### src/rtl/uart_rx_ctrl_pkg.sv
// Shared definitions for the UART receive frame manager: config FSM encoding
// and the set of oversampling ratios the receiver supports.
package uart_rx_ctrl_pkg;

   typedef enum logic [1:0] {
      CFG_IDLE  = 2'b00,
      CFG_WAIT  = 2'b01,
      CFG_APPLY = 2'b10
   } cfg_state_t;

   localparam logic [5:0] PRESCALE_8  = 6'd8;
   localparam logic [5:0] PRESCALE_16 = 6'd16;
   localparam logic [5:0] PRESCALE_32 = 6'd32;

   function automatic logic prescale_legal(input logic [5:0] prescale);
      return (prescale == PRESCALE_8) || (prescale == PRESCALE_16) ||
             (prescale == PRESCALE_32);
   endfunction

endpackage

### src/rtl/uart_rx_byte_fifo.sv
// Small synchronous byte FIFO with fall-through head, occupancy level and
// full/empty flags. The caller only pushes when there is room (or a pop frees it).
module uart_rx_byte_fifo
   import uart_rx_ctrl_pkg::*;
#(
   parameter int DATA_WIDTH = 8,
   parameter int DEPTH      = 4
) (
   input  logic                     clk,
   input  logic                     reset,
   input  logic                     push,
   input  logic [DATA_WIDTH-1:0]    push_data,
   input  logic                     pop,
   output logic [DATA_WIDTH-1:0]    pop_data,
   output logic                     full,
   output logic                     empty,
   output logic [$clog2(DEPTH):0]   level
);

   localparam int AW = $clog2(DEPTH);
   localparam int LW = AW + 1;

   logic [DATA_WIDTH-1:0] mem [DEPTH];
   logic [AW-1:0]         wr_ptr;
   logic [AW-1:0]         rd_ptr;

   assign full     = (level == LW'(DEPTH));
   assign empty    = (level == '0);
   assign pop_data = empty ? '0 : mem[rd_ptr];

   // Storage carries no reset; the head is masked to zero while empty.
   always_ff @(posedge clk) begin
      if (push) begin
         mem[wr_ptr] <= push_data;
      end
   end

   // Pointer width matches the power-of-two depth, so increments wrap naturally.
   always_ff @(posedge clk or negedge reset) begin
      if (!reset) begin
         wr_ptr <= '0;
         rd_ptr <= '0;
         level  <= '0;
      end else begin
         if (push) wr_ptr <= wr_ptr + 1'b1;
         if (pop)  rd_ptr <= rd_ptr + 1'b1;
         case ({push, pop})
            2'b10:   level <= level + 1'b1;
            2'b01:   level <= level - 1'b1;
            default: level <= level;
         endcase
      end
   end

endmodule

### src/rtl/uart_rx_frame_manager.sv
// Owns the UART receiver's runtime configuration (swapped only between frames),
// buffers received bytes and keeps saturating error/overrun counters.
module uart_rx_frame_manager
   import uart_rx_ctrl_pkg::*;
#(
   parameter int DATA_WIDTH     = 8,
   parameter int FIFO_DEPTH     = 4,
   parameter int CNT_WIDTH      = 8,
   parameter int RESET_PRESCALE = 8
) (
   input  logic                         clk,
   input  logic                         reset,
   input  logic                         cfg_valid,
   input  logic [5:0]                   cfg_prescale,
   input  logic                         cfg_parity_enable,
   output logic                         cfg_ready,
   output logic                         cfg_done,
   output logic                         cfg_error,
   input  logic                         rx_busy,
   output logic                         rx_hold,
   output logic [5:0]                   rx_prescale,
   output logic                         rx_parity_enable,
   input  logic [DATA_WIDTH-1:0]        rx_data,
   input  logic                         rx_data_valid,
   input  logic                         rx_parity_error,
   input  logic                         rx_stop_error,
   output logic [DATA_WIDTH-1:0]        out_data,
   output logic                         out_valid,
   input  logic                         out_ready,
   output logic [$clog2(FIFO_DEPTH):0]  fifo_level,
   input  logic                         clear_counts,
   output logic [CNT_WIDTH-1:0]         parity_err_count,
   output logic [CNT_WIDTH-1:0]         stop_err_count,
   output logic [CNT_WIDTH-1:0]         overrun_count,
   output logic [1:0]                   cfg_state
);

   // Handshakes: a config transfer happens on an edge where cfg_valid & cfg_ready;
   // a byte leaves the FIFO on an edge where out_valid & out_ready. Valid never
   // waits on ready, and the producer holds its payload until the transfer edge.

   cfg_state_t state, state_next;
   logic       capture, apply, reject;
   logic [5:0] pending_prescale;
   logic       pending_parity;

   logic fifo_full, fifo_empty, fifo_push, fifo_pop, overrun_event;

   assign cfg_state = state;

   always_ff @(posedge clk or negedge reset) begin
      if (!reset) state <= CFG_IDLE;
      else        state <= state_next;
   end

   always_comb begin
      state_next = state;
      capture    = 1'b0;
      apply      = 1'b0;
      reject     = 1'b0;
      cfg_ready  = 1'b0;
      cfg_done   = 1'b0;
      rx_hold    = 1'b0;
      case (state)
         CFG_IDLE: begin
            cfg_ready = 1'b1;
            if (cfg_valid) begin
               if (prescale_legal(cfg_prescale)) begin
                  capture    = 1'b1;
                  state_next = CFG_WAIT;
               end else begin
                  reject = 1'b1;
               end
            end
         end
         CFG_WAIT: begin
            rx_hold = 1'b1;
            // A frame in flight keeps its timing; swap only once the receiver idles.
            if (!rx_busy) begin
               apply      = 1'b1;
               state_next = CFG_APPLY;
            end
         end
         CFG_APPLY: begin
            rx_hold    = 1'b1;
            cfg_done   = 1'b1;
            state_next = CFG_IDLE;
         end
         default: state_next = CFG_IDLE;
      endcase
   end

   always_ff @(posedge clk or negedge reset) begin
      if (!reset) begin
         pending_prescale <= 6'(RESET_PRESCALE);
         pending_parity   <= 1'b0;
         rx_prescale      <= 6'(RESET_PRESCALE);
         rx_parity_enable <= 1'b0;
         cfg_error        <= 1'b0;
      end else begin
         cfg_error <= reject;
         if (capture) begin
            pending_prescale <= cfg_prescale;
            pending_parity   <= cfg_parity_enable;
         end
         if (apply) begin
            rx_prescale      <= pending_prescale;
            rx_parity_enable <= pending_parity;
         end
      end
   end

   // A full FIFO still accepts a byte when the head leaves on the same edge.
   assign fifo_pop      = out_valid && out_ready;
   assign fifo_push     = rx_data_valid && (!fifo_full || fifo_pop);
   assign overrun_event = rx_data_valid && fifo_full && !fifo_pop;
   assign out_valid     = !fifo_empty;

   uart_rx_byte_fifo #(
      .DATA_WIDTH (DATA_WIDTH),
      .DEPTH      (FIFO_DEPTH)
   ) u_fifo (
      .clk       (clk),
      .reset     (reset),
      .push      (fifo_push),
      .push_data (rx_data),
      .pop       (fifo_pop),
      .pop_data  (out_data),
      .full      (fifo_full),
      .empty     (fifo_empty),
      .level     (fifo_level)
   );

   // Saturating counters; a clear on the same edge wins over the event.
   always_ff @(posedge clk or negedge reset) begin
      if (!reset) begin
         parity_err_count <= '0;
         stop_err_count   <= '0;
         overrun_count    <= '0;
      end else if (clear_counts) begin
         parity_err_count <= '0;
         stop_err_count   <= '0;
         overrun_count    <= '0;
      end else begin
         if (rx_parity_error && (parity_err_count != '1))
            parity_err_count <= parity_err_count + 1'b1;
         if (rx_stop_error && (stop_err_count != '1))
            stop_err_count <= stop_err_count + 1'b1;
         if (overrun_event && (overrun_count != '1))
            overrun_count <= overrun_count + 1'b1;
      end
   end

endmodule
### config.mk
export PLATFORM = sky130hd
export DESIGN_NAME = uart_rx_frame_manager
export DESIGN_NICKNAME = d
export VERILOG_FILES = /design/src/rtl/uart_rx_ctrl_pkg.sv /design/src/rtl/uart_rx_byte_fifo.sv /design/src/rtl/uart_rx_frame_manager.sv
export SDC_FILE = /design/constraint.sdc
export NUM_CORES = 1
export LEC_CHECK = 0
export ABC_CLOCK_PERIOD_IN_PS = 7300
export CORE_AREA = 2 2 93 95
export DETAILED_ROUTE_END_ITERATION = 10
export DIE_AREA = 0 0 95 97
export HOLD_SLACK_MARGIN = 0.15
export PLACE_DENSITY_LB_ADDON = 0.12
export SLEW_MARGIN = 20
export SYNTH_ARGS = -nofsm -noshare
export SYNTH_HDL_FRONTEND = slang
export SYNTH_HIERARCHICAL = 1
export SYNTH_SLANG_ARGS = --single-unit
### constraint.sdc
create_clock -name clk -period 7.3 [get_ports clk]
set_input_delay 1.46 -clock clk [delete_from_list [all_inputs] [get_ports clk]]
set_output_delay 1.46 -clock clk [all_outputs]
set_load 0.01 [all_outputs]
==> results.sh <==
export IMPL_antenna_found_initial=0
export IMPL_via_per_inst=5.129
export IMPL_post_cts_setup_buffers=0
export IMPL_yosysWarnings=6
export IMPL_synth_cell_types=46
export IMPL_dp_slack_ns=3.534
export IMPL_initialDrtViolationCount=106
export IMPL_yosysTopAreaCell="dfrtp_1"
export IMPL_hold_path_depth=1
export IMPL_ios=73
export IMPL_finalHoldViolCount=0
export IMPL_p_per_area_nw_per_um2=316.2
export IMPL_cts_buffers_inserted=9
export IMPL_htreeDepth=3
export IMPL_power_w=0.001476
export IMPL_clock_skew_ns=0.007725
export IMPL_path_cells="mux4_2, nor2b_1, clkdlybuf4s50_1"
export IMPL_fin_nets=391
export IMPL_r2r_end="u_fifo/level[2]$_DFFE_PN0P_"
export IMPL_yosysTopAreaCellShare_pct=31.82
export IMPL_drive_above_1_share_pct=11.70
export IMPL_area_growth_pct=29.09
export IMPL_synth_edff_count=32
export IMPL_cts_tree="built"
export IMPL_cpMaxStageDelayCell="dfrtp_1"
export IMPL_first_pass_iters=4
export IMPL_critPathRequiredTime_ns=5.84
export IMPL_initial_core_util_pct=44.47
export IMPL_r2r_start="u_fifo/level[0]$_DFFE_PN0P_"
export IMPL_slew_viol_final=0
export IMPL_synth_main_ff_cell="dfrtp_1"
export IMPL_ant_nets=0
export IMPL_grtUsageTotal_pct=15.51
export IMPL_post_route_min_period_ns=3.746
export IMPL_num_antenna_cells=0
export IMPL_drc=0
export IMPL_gp_congestion=0.8227
export IMPL_netlist_top_cells_area="dfrtp_1 (32%), edfxtp_1 (27%), mux4_2 (5.0%), ha_1 (4.2%), mux2_2 (2.5%)"
export IMPL_max_cap_violations=0
export IMPL_finalSetupViolCount=0
export IMPL_clk_latency_ns=0.34
export IMPL_hold_path_end="pending_prescale[1]$_DFFE_PN0P_"
export IMPL_core_area_um2=8134
export IMPL_clock_fmax_mhz=267.0
export IMPL_slew_headroom_pct=36.51
export IMPL_die_area_um2=9215
export IMPL_status="complete, no violations"
export IMPL_wl_per_cell_um=14.50
export IMPL_worst_slack_ns=3.554
export IMPL_async_reset_ff_share_pct=60.00
export IMPL_cts_root_buf="clkbuf_8"
export IMPL_rows=33
export IMPL_grt_setup_unrepaired="false"
export IMPL_critPathLaunch="u_fifo/rd_ptr[0]$_DFFE_PN0P_"
export IMPL_rrSetupSlack_ns=4.55
export IMPL_min_delay_start="pending_prescale[1]$_DFFE_PN0P_"
export IMPL_cts_sinks=80
export IMPL_first_global_vias=2296
export IMPL_cp_arrival_ns=2.29
export IMPL_slowest_delay_ns=0.71
export IMPL_crit_type="flip-flop to output port"
export IMPL_syn_inst=277
export IMPL_die_h_um=97
export IMPL_routed_wl_um=6728
export IMPL_die_w_um=95
export IMPL_synthesis_area_um2=3617
export IMPL_clockBufferDepth=2
export IMPL_cts_resized=0
export IMPL_synth_nets=314
export IMPL_ys_ff_latch=80
export IMPL_reg2reg_depth=10
export IMPL_filler_cell_count=694
export IMPL_io_buffers=72
export IMPL_hpwl_um=4712
export IMPL_holdBufCountCts=0
export IMPL_clk_pin_slew_ns=0.08
export IMPL_max_vdd_ir_drop_uv=175.0
export IMPL_worstPathMaxFanout=10
export IMPL_gr_total_overflow=0
export IMPL_min_period_over_period_pct=51.31
export IMPL_grt_pass1_wl_um=11180
export IMPL_start_kind="flip-flop"
export IMPL_power_leakage_nw=1.825
export IMPL_post_route_util_pct=57.41
export IMPL_vias=2380
export IMPL_hp_class="flip-flop to flip-flop"
export IMPL_cp_end_kind="output port"
export IMPL_worstMarginPinSlew_ns=0.9494
export IMPL_finalSetupTns_ns=0
export IMPL_grt_max_degree=49
export IMPL_syn_avg_cell_area_um2=13.06
export IMPL_ys_seq_area_share_pct=59.84
-- critical path, delay by kind of cell, from the launching register on --
kind | cells | cell delay, ns
flip-flops | 1 | 0.71
AND/OR/NAND/NOR | 1 | 0.15
multiplexers | 1 | 0.58
buffers and inverters | 1 | 0.51
-- flip-flops by register name, indices dropped and copies added (netlist names) --
| signal | flops |
|---|---|
| cfg_error | 1 |
| u_fifo/rd_ptr | 2 |
| rx_parity_enable | 1 |
| parity_err_count | 8 |
| pending_prescale | 6 |
| u_fifo/mem | 32 |
| stop_err_count | 8 |
| pending_parity | 1 |
| cfg_state | 2 |
| rx_prescale | 6 |
| u_fifo/level | 3 |
| u_fifo/wr_ptr | 2 |
| overrun_count | 8 |
-- cells in the final DEF, fill, tap and decap left out, drive strengths merged, types with 2 or more instances in the layout --
master / netlist / routed
o31ai: 3 / 3
edfxtp: 32 / 32
xnor2: 4 / 4
nor3: 12 / 12
clkbuf: 5 / 9
a41oi: 2 / 2
nand4: 6 / 6
a21oi: 10 / 10
xor2: 8 / 8
ha: 12 / 12
or4: 2 / 2
inv: 15 / 20
nand2: 11 / 11
buf: 2 / 2
a21boi: 2 / 2
dfrtp: 46 / 46
a311oi: 2 / 2
and2: 9 / 9
bufinv: 0 / 2
nand3: 7 / 7
or2: 2 / 2
nor2b: 9 / 9
mux2i: 6 / 6
and3: 3 / 3
nor2: 23 / 23
clkdlybuf4s50: 0 / 71
nor4b: 3 / 3
mux2: 12 / 12
o21ai: 6 / 6
mux4: 8 / 8
dfstp: 2 / 2
and4: 2 / 2
-- worst max-delay path by stage --
| stage | slack [ns] | cells past startpoint | endpoint |
|---|---|---|---|
| finish | 3.55 | 3 | out_data[0] |
| global route | 3.40 | 3 | out_data[0] |
| floorplan | 4.32 | 9 | u_fifo/level[2]$_DFFE_PN0P_ |
| global placement | 3.62 | 10 | u_fifo/level[2]$_DFFE_PN0P_ |
| detailed placement | 3.53 | 10 | u_fifo/level[2]$_DFFE_PN0P_ |
| CTS | 3.50 | 3 | out_data[0] |
-- kinds of logic (layout without fill, tap and decap cells) --
logic type | after synthesis | in the layout | share of synthesized area, %
flip-flops | 80 | 80 | 59.84
buffers and inverters | 22 | 104 | 2.594
AND/OR/NAND/NOR | 91 | 91 | 13.63
multiplexers | 26 | 26 | 10.38
AO/OA/AOI/OAI | 33 | 33 | 5.950
adder cells (fa/ha/maj) | 13 | 13 | 4.704
XOR/XNOR | 12 | 12 | 2.906
-- synthesized netlist by cell type (2+ instances only) --
| cell type | count |
|---|---|
| a41oi_1 | 2 |
| o31ai_1 | 3 |
| mux2_1 | 4 |
| inv_1 | 14 |
| nor2_1 | 23 |
| mux2i_1 | 6 |
| dfrtp_1 | 46 |
| mux4_2 | 8 |
| xor2_1 | 8 |
| o21ai_0 | 6 |
| a311oi_1 | 2 |
| clkbuf_1 | 5 |
| nand2_1 | 11 |
| ha_1 | 12 |
| mux2_2 | 8 |
| nand3_1 | 7 |
| dfstp_2 | 2 |
| nor4b_1 | 3 |
| xnor2_1 | 4 |
| and3_1 | 3 |
| and4_1 | 2 |
| or4_1 | 2 |
| and2_1 | 9 |
| a21boi_0 | 2 |
| a21oi_1 | 10 |
| nand4_1 | 6 |
| nor3_1 | 11 |
| nor2b_1 | 9 |
| edfxtp_1 | 32 |
-- through the flow --
step	hold slack (ns)	std cells	instance area, um^2
finish	0.4861	464	4669
global route	0.5139	464	4669
CTS	0.4933	464	4669
detailed placement	0.4687	448	4437
global placement	0.4651	448	4437
floorplan	0.4474	277	3617
-- cell type report --
class | count | area (um^2) | area share [%]
Multi-Input combinational cell | 175 | 1359 | 29.10
Clock buffer | 9 | 123.9 | 2.653
Inverter | 15 | 58.81 | 1.259
Timing Repair Buffer | 73 | 723.2 | 15.49
Sequential cell | 80 | 2165 | 46.36
Clock inverter | 7 | 108.9 | 2.331
Tap cell | 105 | 131.4 | 2.814
-- layer usage --
| layer | track usage (%) | share of wire (%) | up-vias |
|---|---|---|---|
| met5 | 0 | 0 | - |
| met4 | 4.013 | 0.76 | 0 |
| met3 | 4.050 | 3.9 | 5 |
| met2 | 23.40 | 48 | 52 |
| met1 | 22.36 | 47 | 1156 |
| li1 | - | - | 1167 |
-- where the power goes --
group / internal [W] / leakage (nW) / total, W / switching [W]
Clock: 0.000201 / 0.119 / 0.000377 / 0.000176
Sequential: 0.000561 / 0.928 / 0.000630 / 0.0000686
Combinational: 0.000275 / 0.778 / 0.000470 / 0.000194
Total: 0.00104 / 1.82 / 0.00148 / 0.000438
Power figures use the tool's default switching activity.
